--- config.mk ---
export PLATFORM = sky130hd
export DESIGN_NAME = bird_datapath
export DESIGN_NICKNAME = d
export VERILOG_FILES = /design/src/rtl/bird_datapath.sv
export SDC_FILE = /design/constraint.sdc
export NUM_CORES = 1
export LEC_CHECK = 0
export CAP_MARGIN = 10
export CORE_AREA = 2 2 83 85
export CTS_CLUSTER_SIZE = 24
export DETAILED_ROUTE_END_ITERATION = 10
export DIE_AREA = 0 0 85 87
export DONT_BUFFER_PORTS = 1
export PLACE_DENSITY = 0.53
export SLEW_MARGIN = 5
export SYNTH_ARGS = -nofsm -noshare
export SYNTH_HDL_FRONTEND = slang
export SYNTH_SLANG_ARGS = --single-unit
--- constraint.sdc ---
create_clock -name clk -period 2.55 [get_ports clk]
set_clock_uncertainty 0.2 [all_clocks]
set_input_delay 0.51 -clock clk [delete_from_list [all_inputs] [get_ports clk]]
set_output_delay 0.51 -clock clk [all_outputs]
set_load 0.005 [all_outputs]
--- src/rtl/bird_datapath.sv ---
// Vertical motion datapath for the player bird: divided-rate position/velocity
// update with clamping, plus ceiling/ground/pipe collision detection.
module bird_datapath #(
  parameter int Y_WIDTH   = 7,
  parameter int X_WIDTH   = 8,
  parameter int Y_START   = 60,
  parameter int Y_GROUND  = 112,
  parameter int BIRD_X    = 20,
  parameter int BIRD_W    = 4,
  parameter int BIRD_H    = 4,
  parameter int PIPE_W    = 8,
  parameter int TICK_DIV  = 833333,
  parameter int RISE_STEP = 2,
  parameter int V_MAX     = 4
) (
  input  logic               clk,
  input  logic               reset,
  input  logic               start,
  input  logic               move,
  input  logic               press_key,
  input  logic [X_WIDTH-1:0] pipe_x,
  input  logic [Y_WIDTH-1:0] gap_top,
  input  logic [Y_WIDTH-1:0] gap_bottom,
  output logic [Y_WIDTH-1:0] bird_y,
  output logic               touched,
  output logic               frame_tick
);

  localparam int CW  = (TICK_DIV > 1) ? $clog2(TICK_DIV) : 1;
  localparam int VW  = (V_MAX > 0) ? $clog2(V_MAX + 1) : 1;
  localparam int SW  = Y_WIDTH + 2;
  localparam int YW1 = Y_WIDTH + 1;
  localparam int XW1 = X_WIDTH + 1;

  localparam logic [CW-1:0]        CNT_LAST = CW'(TICK_DIV - 1);
  localparam logic signed [SW-1:0] Y_MAX    = SW'(Y_GROUND - BIRD_H);
  localparam logic signed [SW-1:0] RISE     = SW'(RISE_STEP);
  localparam logic [VW-1:0]        VEL_CAP  = VW'(V_MAX);
  localparam logic [Y_WIDTH-1:0]   Y_INIT   = Y_WIDTH'(Y_START);

  logic [Y_WIDTH-1:0] y_reg, y_next;
  logic [VW-1:0]      vel_reg, vel_next;
  logic [CW-1:0]      cnt_reg, cnt_next;
  logic               touched_reg, touched_next;
  logic               frame_tick_reg, frame_tick_next;

  logic               active, tick;
  logic signed [SW-1:0] y_ext, vel_ext, y_sum;
  logic [Y_WIDTH-1:0] y_clamped;
  logic [VW-1:0]      vel_fall;

  logic [YW1-1:0]     bird_bottom_edge, bird_last_row;
  logic [XW1-1:0]     pipe_left, pipe_right;
  logic               hit_ceiling, hit_ground, cols_overlap, outside_gap, hit;

  // Motion advances only while enabled and not yet collided.
  assign active = move && !touched_reg;
  assign tick   = active && (cnt_reg == CNT_LAST);

  // Position arithmetic is done signed and two bits wider so both over- and
  // under-flow are visible before the clamp.
  always_comb begin
    y_ext   = SW'(y_reg);
    vel_ext = SW'(vel_reg);
    if (press_key) y_sum = y_ext - RISE;
    else           y_sum = y_ext + vel_ext;

    if (y_sum < 0)          y_clamped = '0;
    else if (y_sum > Y_MAX) y_clamped = Y_WIDTH'(Y_MAX);
    else                    y_clamped = Y_WIDTH'(y_sum);

    if (vel_reg >= VEL_CAP) vel_fall = VEL_CAP;
    else                    vel_fall = vel_reg + VW'(1);
  end

  // Collision terms on the registered position, widened by one bit so sums never wrap.
  always_comb begin
    bird_bottom_edge = YW1'(y_reg) + YW1'(BIRD_H);
    bird_last_row    = YW1'(y_reg) + YW1'(BIRD_H - 1);
    pipe_left        = XW1'(pipe_x);
    pipe_right       = XW1'(pipe_x) + XW1'(PIPE_W);

    hit_ceiling  = (y_reg == '0);
    hit_ground   = (bird_bottom_edge >= YW1'(Y_GROUND));
    cols_overlap = (pipe_left < XW1'(BIRD_X + BIRD_W)) && (pipe_right > XW1'(BIRD_X));
    outside_gap  = (y_reg < gap_top) || (bird_last_row > YW1'(gap_bottom));
    hit          = hit_ceiling || hit_ground || (cols_overlap && outside_gap);
  end

  always_comb begin
    y_next          = y_reg;
    vel_next        = vel_reg;
    cnt_next        = cnt_reg;
    touched_next    = touched_reg;
    frame_tick_next = 1'b0;

    if (start) begin
      y_next       = Y_INIT;
      vel_next     = '0;
      cnt_next     = '0;
      touched_next = 1'b0;
    end else begin
      if (tick) begin
        cnt_next        = '0;
        y_next          = y_clamped;
        vel_next        = press_key ? '0 : vel_fall;
        frame_tick_next = 1'b1;
      end else if (active) begin
        cnt_next = cnt_reg + CW'(1);
      end
      // Sticky: once set it stays until start or reset.
      if (move && hit) touched_next = 1'b1;
    end
  end

  always_ff @(posedge clk or posedge reset) begin
    if (reset) begin
      y_reg          <= Y_INIT;
      vel_reg        <= '0;
      cnt_reg        <= '0;
      touched_reg    <= 1'b0;
      frame_tick_reg <= 1'b0;
    end else begin
      y_reg          <= y_next;
      vel_reg        <= vel_next;
      cnt_reg        <= cnt_next;
      touched_reg    <= touched_next;
      frame_tick_reg <= frame_tick_next;
    end
  end

  assign bird_y     = y_reg;
  assign touched    = touched_reg;
  assign frame_tick = frame_tick_reg;

endmodule

Word-level counts from Yosys, hierarchy flattened
Index checks and enable logic that the tools add are counted.
Word-level totals
  register bits after elaboration: 32
  output and inout bits: 9
Operators by class
  add/subtract/negate cells: 7
  $lt $le $gt $ge: 8
  eq/ne operators: 1
  mux-type cells: 16
  reduce and logical (&&, ||, !) cells: 13
Operators by type and width (number)
  $mux 20: 3
  $mux 7: 4
  $add 20x1->20 const B: 1
  $eq 20x20->1 const B: 1
  $mux 3: 4
  $add 8x4->9 const B: 1
  $gt 9x5->1 const B: 1
  $gt 9x8->1 const B: 1
  $lt 9x1->1 const B: 1
  $mux 9: 1
  $add 7x2->8 const B: 1
  $add 7x3->8: 1
  $add 7x3->8 const B: 1
  $ge 8x7->1 const B: 1
  $gt 8x7->1: 1
  $lt 8x5->1 const B: 1
  $sub 7x2->8 const B: 1
  $logic_not 7->1: 1
  $lt 7x7->1: 1
  $logic_and 1x1->1: 5
  $mux 1: 4
  $reduce_bool 2->1: 2
  $add 3x1->3 const B: 1
  $ge 3x3->1 const B: 1
  3 further kinds: 5

Depth between registers and ports, before layout
Gate-level depths: netlist of run 1.
  depth after elaboration: 8
  depth in mapped cells: 10

Worst setup path after synthesis of run 1
No wires, ideal clock.
  path type: reg2reg
  start point: register y_reg[0], in the netlist bird_y[0]
  end point: register y_reg[0], in the netlist bird_y[0]
  setup time: 0.074 ns
  arrival time: 2.276 ns
  data required time: 2.276 ns
  path slack: 0.001 ns
  cell stages (with the launch flop): 9
  buffers on the path: 0
  period minus slack after synthesis: 2.549 ns
  cells stage by stage: dfrtp_1 -> ha_1 -> fa_1 -> a21oi_1 -> o21ai_0 -> xor2_1 -> a31o_2 -> a221o_1 -> o21ai_2
Between the ends
  word-level cells in the longest chain between the ends: 7
Ends and longest elaborated chain
  start, declared: line 41  | logic [Y_WIDTH-1:0] y_reg, y_next;
  start signal, assigned: line 124  | y_reg <= y_next;
  $add 7x3->8 or $sub 7x2->8 (tied branches): line 66, 65
  $mux 9 *: line 65  | if (press_key) y_sum = y_ext - RISE;
  $gt 9x8->1: line 69  | else if (y_sum > Y_MAX) y_clamped = Y_WIDTH'(Y_MAX);
  $mux 7: line 69
  $mux 7 *: line 68  | if (y_sum < 0) y_clamped = '0;
  $mux 7 *: line 103  | if (tick) begin
  $mux 7 *: line 97  | if (start) begin
Every way passes the cells marked *; elsewhere a longest branch is shown, timed or not. The select of a mux whose other input is x is not followed.
A chain may end at the register's enable or synchronous reset.

Worst setup path in the final report of run 1
Same ends and word-level chain as after synthesis.

==> flow_summary.ini, run 1 <==
[run_status]
outcome = finished with violations
violations = negative hold slack

[critical_path]
r2r_cells = 8
cp.arrival_ps = 2450
crit_fanout = 3
required_ps = 2570
startpoint_type = register
crit_type = reg -> reg
worstSetupEndpointType = register

[logic_synthesis]
yosysMostFrequentCell = nor2_1
synth_fp_nets = 340
synth_top_area_share_pct = 27.1
synth_adder_area_share_pct = 13.8
synthTopCellsByArea = dfrtp_1, ha_1, xor2_1
synthesis.area_um2 = 2590
synth_seq_area_share_pct = 31.2
async_flop_share_pct = 100
netlist_instances = 285
muxShareOfSynthArea_pct = 0.774
ys_ff_latch = 32
synth-main-ff-cell = dfrtp_1
synth_top_area_cell = dfrtp_1
yosysWarnings = 0
synth_top_family_by_area = simple AND/OR/NAND/NOR gates
synth_compound_area_share_pct = 16.6
synth_edf_count = 0
syn_area_per_cell_um2 = 9.07
synth_common_cells = nor2_1, inv_1, dfrtp_1
synth_cell_type_count = 60
synth-simple-area-share_pct = 21.2
synth-xor-area-share_pct = 8.81

[grt]
grt_pass1_vias = 2036
grt_pass1_wl_mm = 9.91
grt_max_degree = 33
antenna_found_initial = 0
grt.overflow.total = 0
grtUsageTotal_pct = 16.7

[clocking]
clockBufferDepth = 2
cts_made_buffers = 5
cts_root_buf = clkbuf_8
clock_sinks = 32
h-tree-depth = 2
clock_latency_ps = 290
hold_buffers = 0
clk_pin_slew_ps = 70
cts_tree = done

[cells_and_area]
fillCellCount = 655
post-route-util_pct = 44.2
antenna_cells = 0
largest_register_ffs = 20
synthToLayoutAreaGrowth_pct = 12.3
drive_above_1_share_pct = 17.2
final-instance-count-excl-fill = 382
finalNetCount = 356

[routing]
drt-pass1-iter-count = 4
viasPerCell = 5.39
wl_per_cell_um = 15.2
vias = 2059
drt_iter0_markers = 96
drcViolationCount = 0
wirelength_mm = 5.81
detail-route-antenna-nets = 0

[job]
maxCapViolCount = 0

[floorplanning]
io_pins = 36
rows = 30
start_util_pct = 39.4
die_x_um = 85
die-area_um2 = 7400
die_y_um = 87
coreArea_um2 = 6570

[power]
peakVddDrop_mv = 0.336
leakage_nw = 1.27
powerDensity_nw_per_um2 = 378

[sta]
setup_viol = 0
hold_viol_final = 1
rsz0062_at_grt = no
period_minus_slack_ps = 2430
worstMarginPinSlew_ps = 848
timing.final.crit_share_pct = 95.5
setup-tns-final_ps = 0
maxSlewViolCount = 0
whs_ps = -0.565
maxSlewHeadroom_pct = 42.0
fmax_mhz = 411

[placement]
hpwl_mm = 4.42
dp_cells = 372
io_buffer_count = 0
gp_congestion = 0.848

[min_path]
min_path_type = in -> async
-- cells by family (layout without fill, tap and decap cells) --
group / count (synthesis) / after routing
AOI/OAI and AO/OA: 58 / 58
xor gates and xnor gates: 26 / 26
DFF: 32 / 32
and+or+nand+nor: 100 / 100
adders and majority gates: 28 / 28
buffers and inverters: 39 / 56
muxes: 2 / 2
-- where the power goes --
part,internal [mW],switching [mW],total (mW)
logic,0.0353,0.0495,0.0847
registers,0.511,0.00464,0.516
clock network,0.289,0.209,0.498
-- layout by cell type, fill, tap and decap left out, types with 7 or more instances in the layout --
| cell type | count |
|---|---|
| xor2_1 | 14 |
| a21oi_1 | 10 |
| nor2_1 | 30 |
| dfrtp_1 | 27 |
| nand4_1 | 7 |
| inv_1 | 29 |
| nand2_1 | 18 |
| xnor2_1 | 11 |
| buf_4 | 16 |
| o21ai_0 | 7 |
| ha_1 | 26 |
-- area by class of cell --
cell class | instances | area (um2) | area share [%]
repair buffers | 18 | 153 | 5.25
multi-input cells | 214 | 1620 | 55.8
clock inverters | 3 | 42.5 | 1.46
well taps | 80 | 100 | 3.45
clock buffers | 5 | 68.8 | 2.37
inverters | 30 | 113 | 3.88
flip-flops and latches | 32 | 807 | 27.8
-- worst paths after layout --
| path | end | startpoint | slack, ps |
|---|---|---|---|
| setup / recovery | bird_y[0]$_DFFE_PP0P_ | bird_y[0]$_DFFE_PP0P_ | 120 |
| hold / removal | touched$_DFFE_PP0P_ | reset | -0.6 |
| setup reg to reg | bird_y[0]$_DFFE_PP0P_ | bird_y[0]$_DFFE_PP0P_ | 120 |
| hold reg to reg | cnt_reg[7]$_DFFE_PP0P_ | cnt_reg[7]$_DFFE_PP0P_ | 350 |
| max in group asynchronous | bird_y[4]$_DFFE_PP1P_ | reset | 1820 |
| min in group clk | vel_reg[2]$_DFFE_PP0P_ | start | 80 |
-- stage by stage --
step	cell area, um2	worst slack (ps)	power, mW
after detailed placement	2740	15.1	0.611
after floorplan	2590	0.518	0.593
after global placement	2740	33.0	0.611
after global routing	2910	2.02	1.15
final	2910	115	1.10
after CTS	2850	8.29	1.11
-- layer usage --
metal	wire (um)	GRT usage [%]
met1	2790	22.5
met2	2750	27.7
met3	211	3.13
met4	48	4.33
met5	0	0
-- repair_timing --
item | in CTS | in global routing
resized for setup | 0 | 8
setup endpoints to repair | 0 | 30
setup buffers | 0 | 2
-- worst max-delay path, stage by stage, from the launching register on --
cell     delay, ps
dfrtp_1        390
ha_1           250
fa_2           380
a21oi_2        160
o21ai_0        140
xor2_1         190
a31o_2         250
a221o_1        350
o21ai_2         50
No activity file was read; power rests on OpenSTA's default activity.
==> inputs of run 2 (changes only) <==
- CAP_MARGIN: 10 -> unset
==> results of run 2 <==
Same layout as run 1: the final DEF is identical, and so are final timing and power.
==> inputs of run 3 (changes only) <==
- DONT_BUFFER_PORTS: 1 -> unset
- PLACE_DENSITY: 0.53 -> 0.61
==> flow_summary.ini, run 3 (synthesized netlist as in run 1, its figures left out) <==
[critical_path]
crit_fanout = 4
crit_family = compound AO/OA/AOI/OAI gates
slowest_stage = dfrtp_1
cp.arrival_ps = 2360
required_ps = 2500
worstSetupEndpointType = register
startpoint_type = register
crit_type = reg -> reg
path_cells = inv_1, ha_1, a21oi_2, nor2_1, xor2_1, ha_1, or3_1, o211ai_1, o211ai_1
crit_buf_inv = 1
cpPeakStageDelay_ps = 410

[routing]
drcViolationCount = 0
vias = 2259
wl_per_cell_um = 13.6
detail-route-antenna-nets = 0
drt_iter0_markers = 108
wirelength_mm = 5.91
drt-pass1-iter-count = 4
viasPerCell = 5.18

[power]
power_mw = 1.14
pwr-share-comb_pct = 13.2
powerDensity_nw_per_um2 = 335
power_switching_mw = 0.253
seqPwrFrac_pct = 45.3
leakage_nw = 1.50
pwr-share-clk_pct = 41.4
peakVddDrop_mv = 0.364
p_int_mw = 0.885
switching_share_pct = 22.2

[sta]
timing.final.ws_setup_ps = 133
setup_viol = 0
maxSlewHeadroom_pct = 73.6
fmax_mhz = 414
period_minus_slack_ps = 2420
hold_viol_final = 0
timing.final.crit_share_pct = 94.8
maxSlewViolCount = 0
whs_ps = 338
rsz0062_at_grt = no
worstMarginPinSlew_ps = 397
setup-tns-final_ps = 0

[placement]
gp_congestion = 0.819
dpl_cell_area_um2 = 3230
dp_cells = 426
hpwl_mm = 4.71
io_buffer_count = 35
place_ws_ps = -295

[cells_and_area]
synthToLayoutAreaGrowth_pct = 31.4
largest_register_ffs = 20
final_cell_mix = buf_4, clkdlybuf4s50_1, nor2_1
final-instance-count-excl-fill = 436
antenna_cells = 0
post-route-util_pct = 51.7
postLayoutCellArea_um2 = 3400
drive_above_1_share_pct = 20.8
finalNetCount = 410
final_common_cell = buf_4

[grt]
grt.overflow.total = 0
grt_pass1_wl_mm = 10.2
grt_max_degree = 33
antenna_found_initial = 0
grtUsageTotal_pct = 17.0
grt_pass1_vias = 2244

[clocking]
cts_made_buffers = 5
clockBufferDepth = 2
cts_tree = done
clk_pin_slew_ps = 70
clock_sinks = 32
h-tree-depth = 2
cts_root_buf = clkbuf_8
clock_latency_ps = 290

[floorplanning]
coreArea_um2 = 6570
die-area_um2 = 7400
die_x_um = 85
io_pins = 36
rows = 30
start_util_pct = 39.4
die_y_um = 87

[run_status]
outcome = complete, no violations

[job]
maxCapViolCount = 0

[min_path]
min_path_type = reg -> reg
[run 3: power by group through the flow]
stage	logic, mW	clock network, mW	registers, mW
6_report	0.151	0.471	0.516
5_1_grt	0.169	0.514	0.516
4_1_cts	0.150	0.488	0.516
3_5_place_dp	0.149	0	0.525
3_3_place_gp	0.147	0	0.525
2_1_floorplan	0.0685	0	0.524
[run 3: cell type report]
type,instances,area (um2)
multi-input combinational,214,1630
clock inverter,2,35.0
tap,80,100
fill,620,3170
timing repair buffer,72,641
clock buffer,6,72.6
sequential,32,806
inverter,30,113
[run 3: final timing paths]
kind	cells after the start	start	to	slack, ps
worst max-delay path	9	bird_y[1]$_DFFE_PP0P_	touched$_DFFE_PP0P_	130
worst min-delay path	1	cnt_reg[0]$_DFFE_PP0P_	cnt_reg[0]$_DFFE_PP0P_	340
worst max register to register	9	bird_y[1]$_DFFE_PP0P_	touched$_DFFE_PP0P_	130
worst min register to register	1	cnt_reg[0]$_DFFE_PP0P_	cnt_reg[0]$_DFFE_PP0P_	340
max in group asynchronous	3	reset	bird_y[4]$_DFFE_PP1P_	1410
min in group asynchronous	3	reset	bird_y[1]$_DFFE_PP0P_	400
[run 3: repair_timing]
item | 4_1_cts | 5_1_grt
resized for setup | 2 | 11
pin swaps | 0 | 2
hold buffers | 0 | 0
endpoints found under the setup margin | 2 | 19
buffers inserted | 0 | 2
[run 3: routing by layer]
layer	vias to the layer above	track usage [%]	part of all wire [%]
met5	-	0	0
met4	0	5.63	1.4
met3	8	2.75	2.6
met2	28	30.5	51
met1	1082	20.8	45
li1	1141	-	-
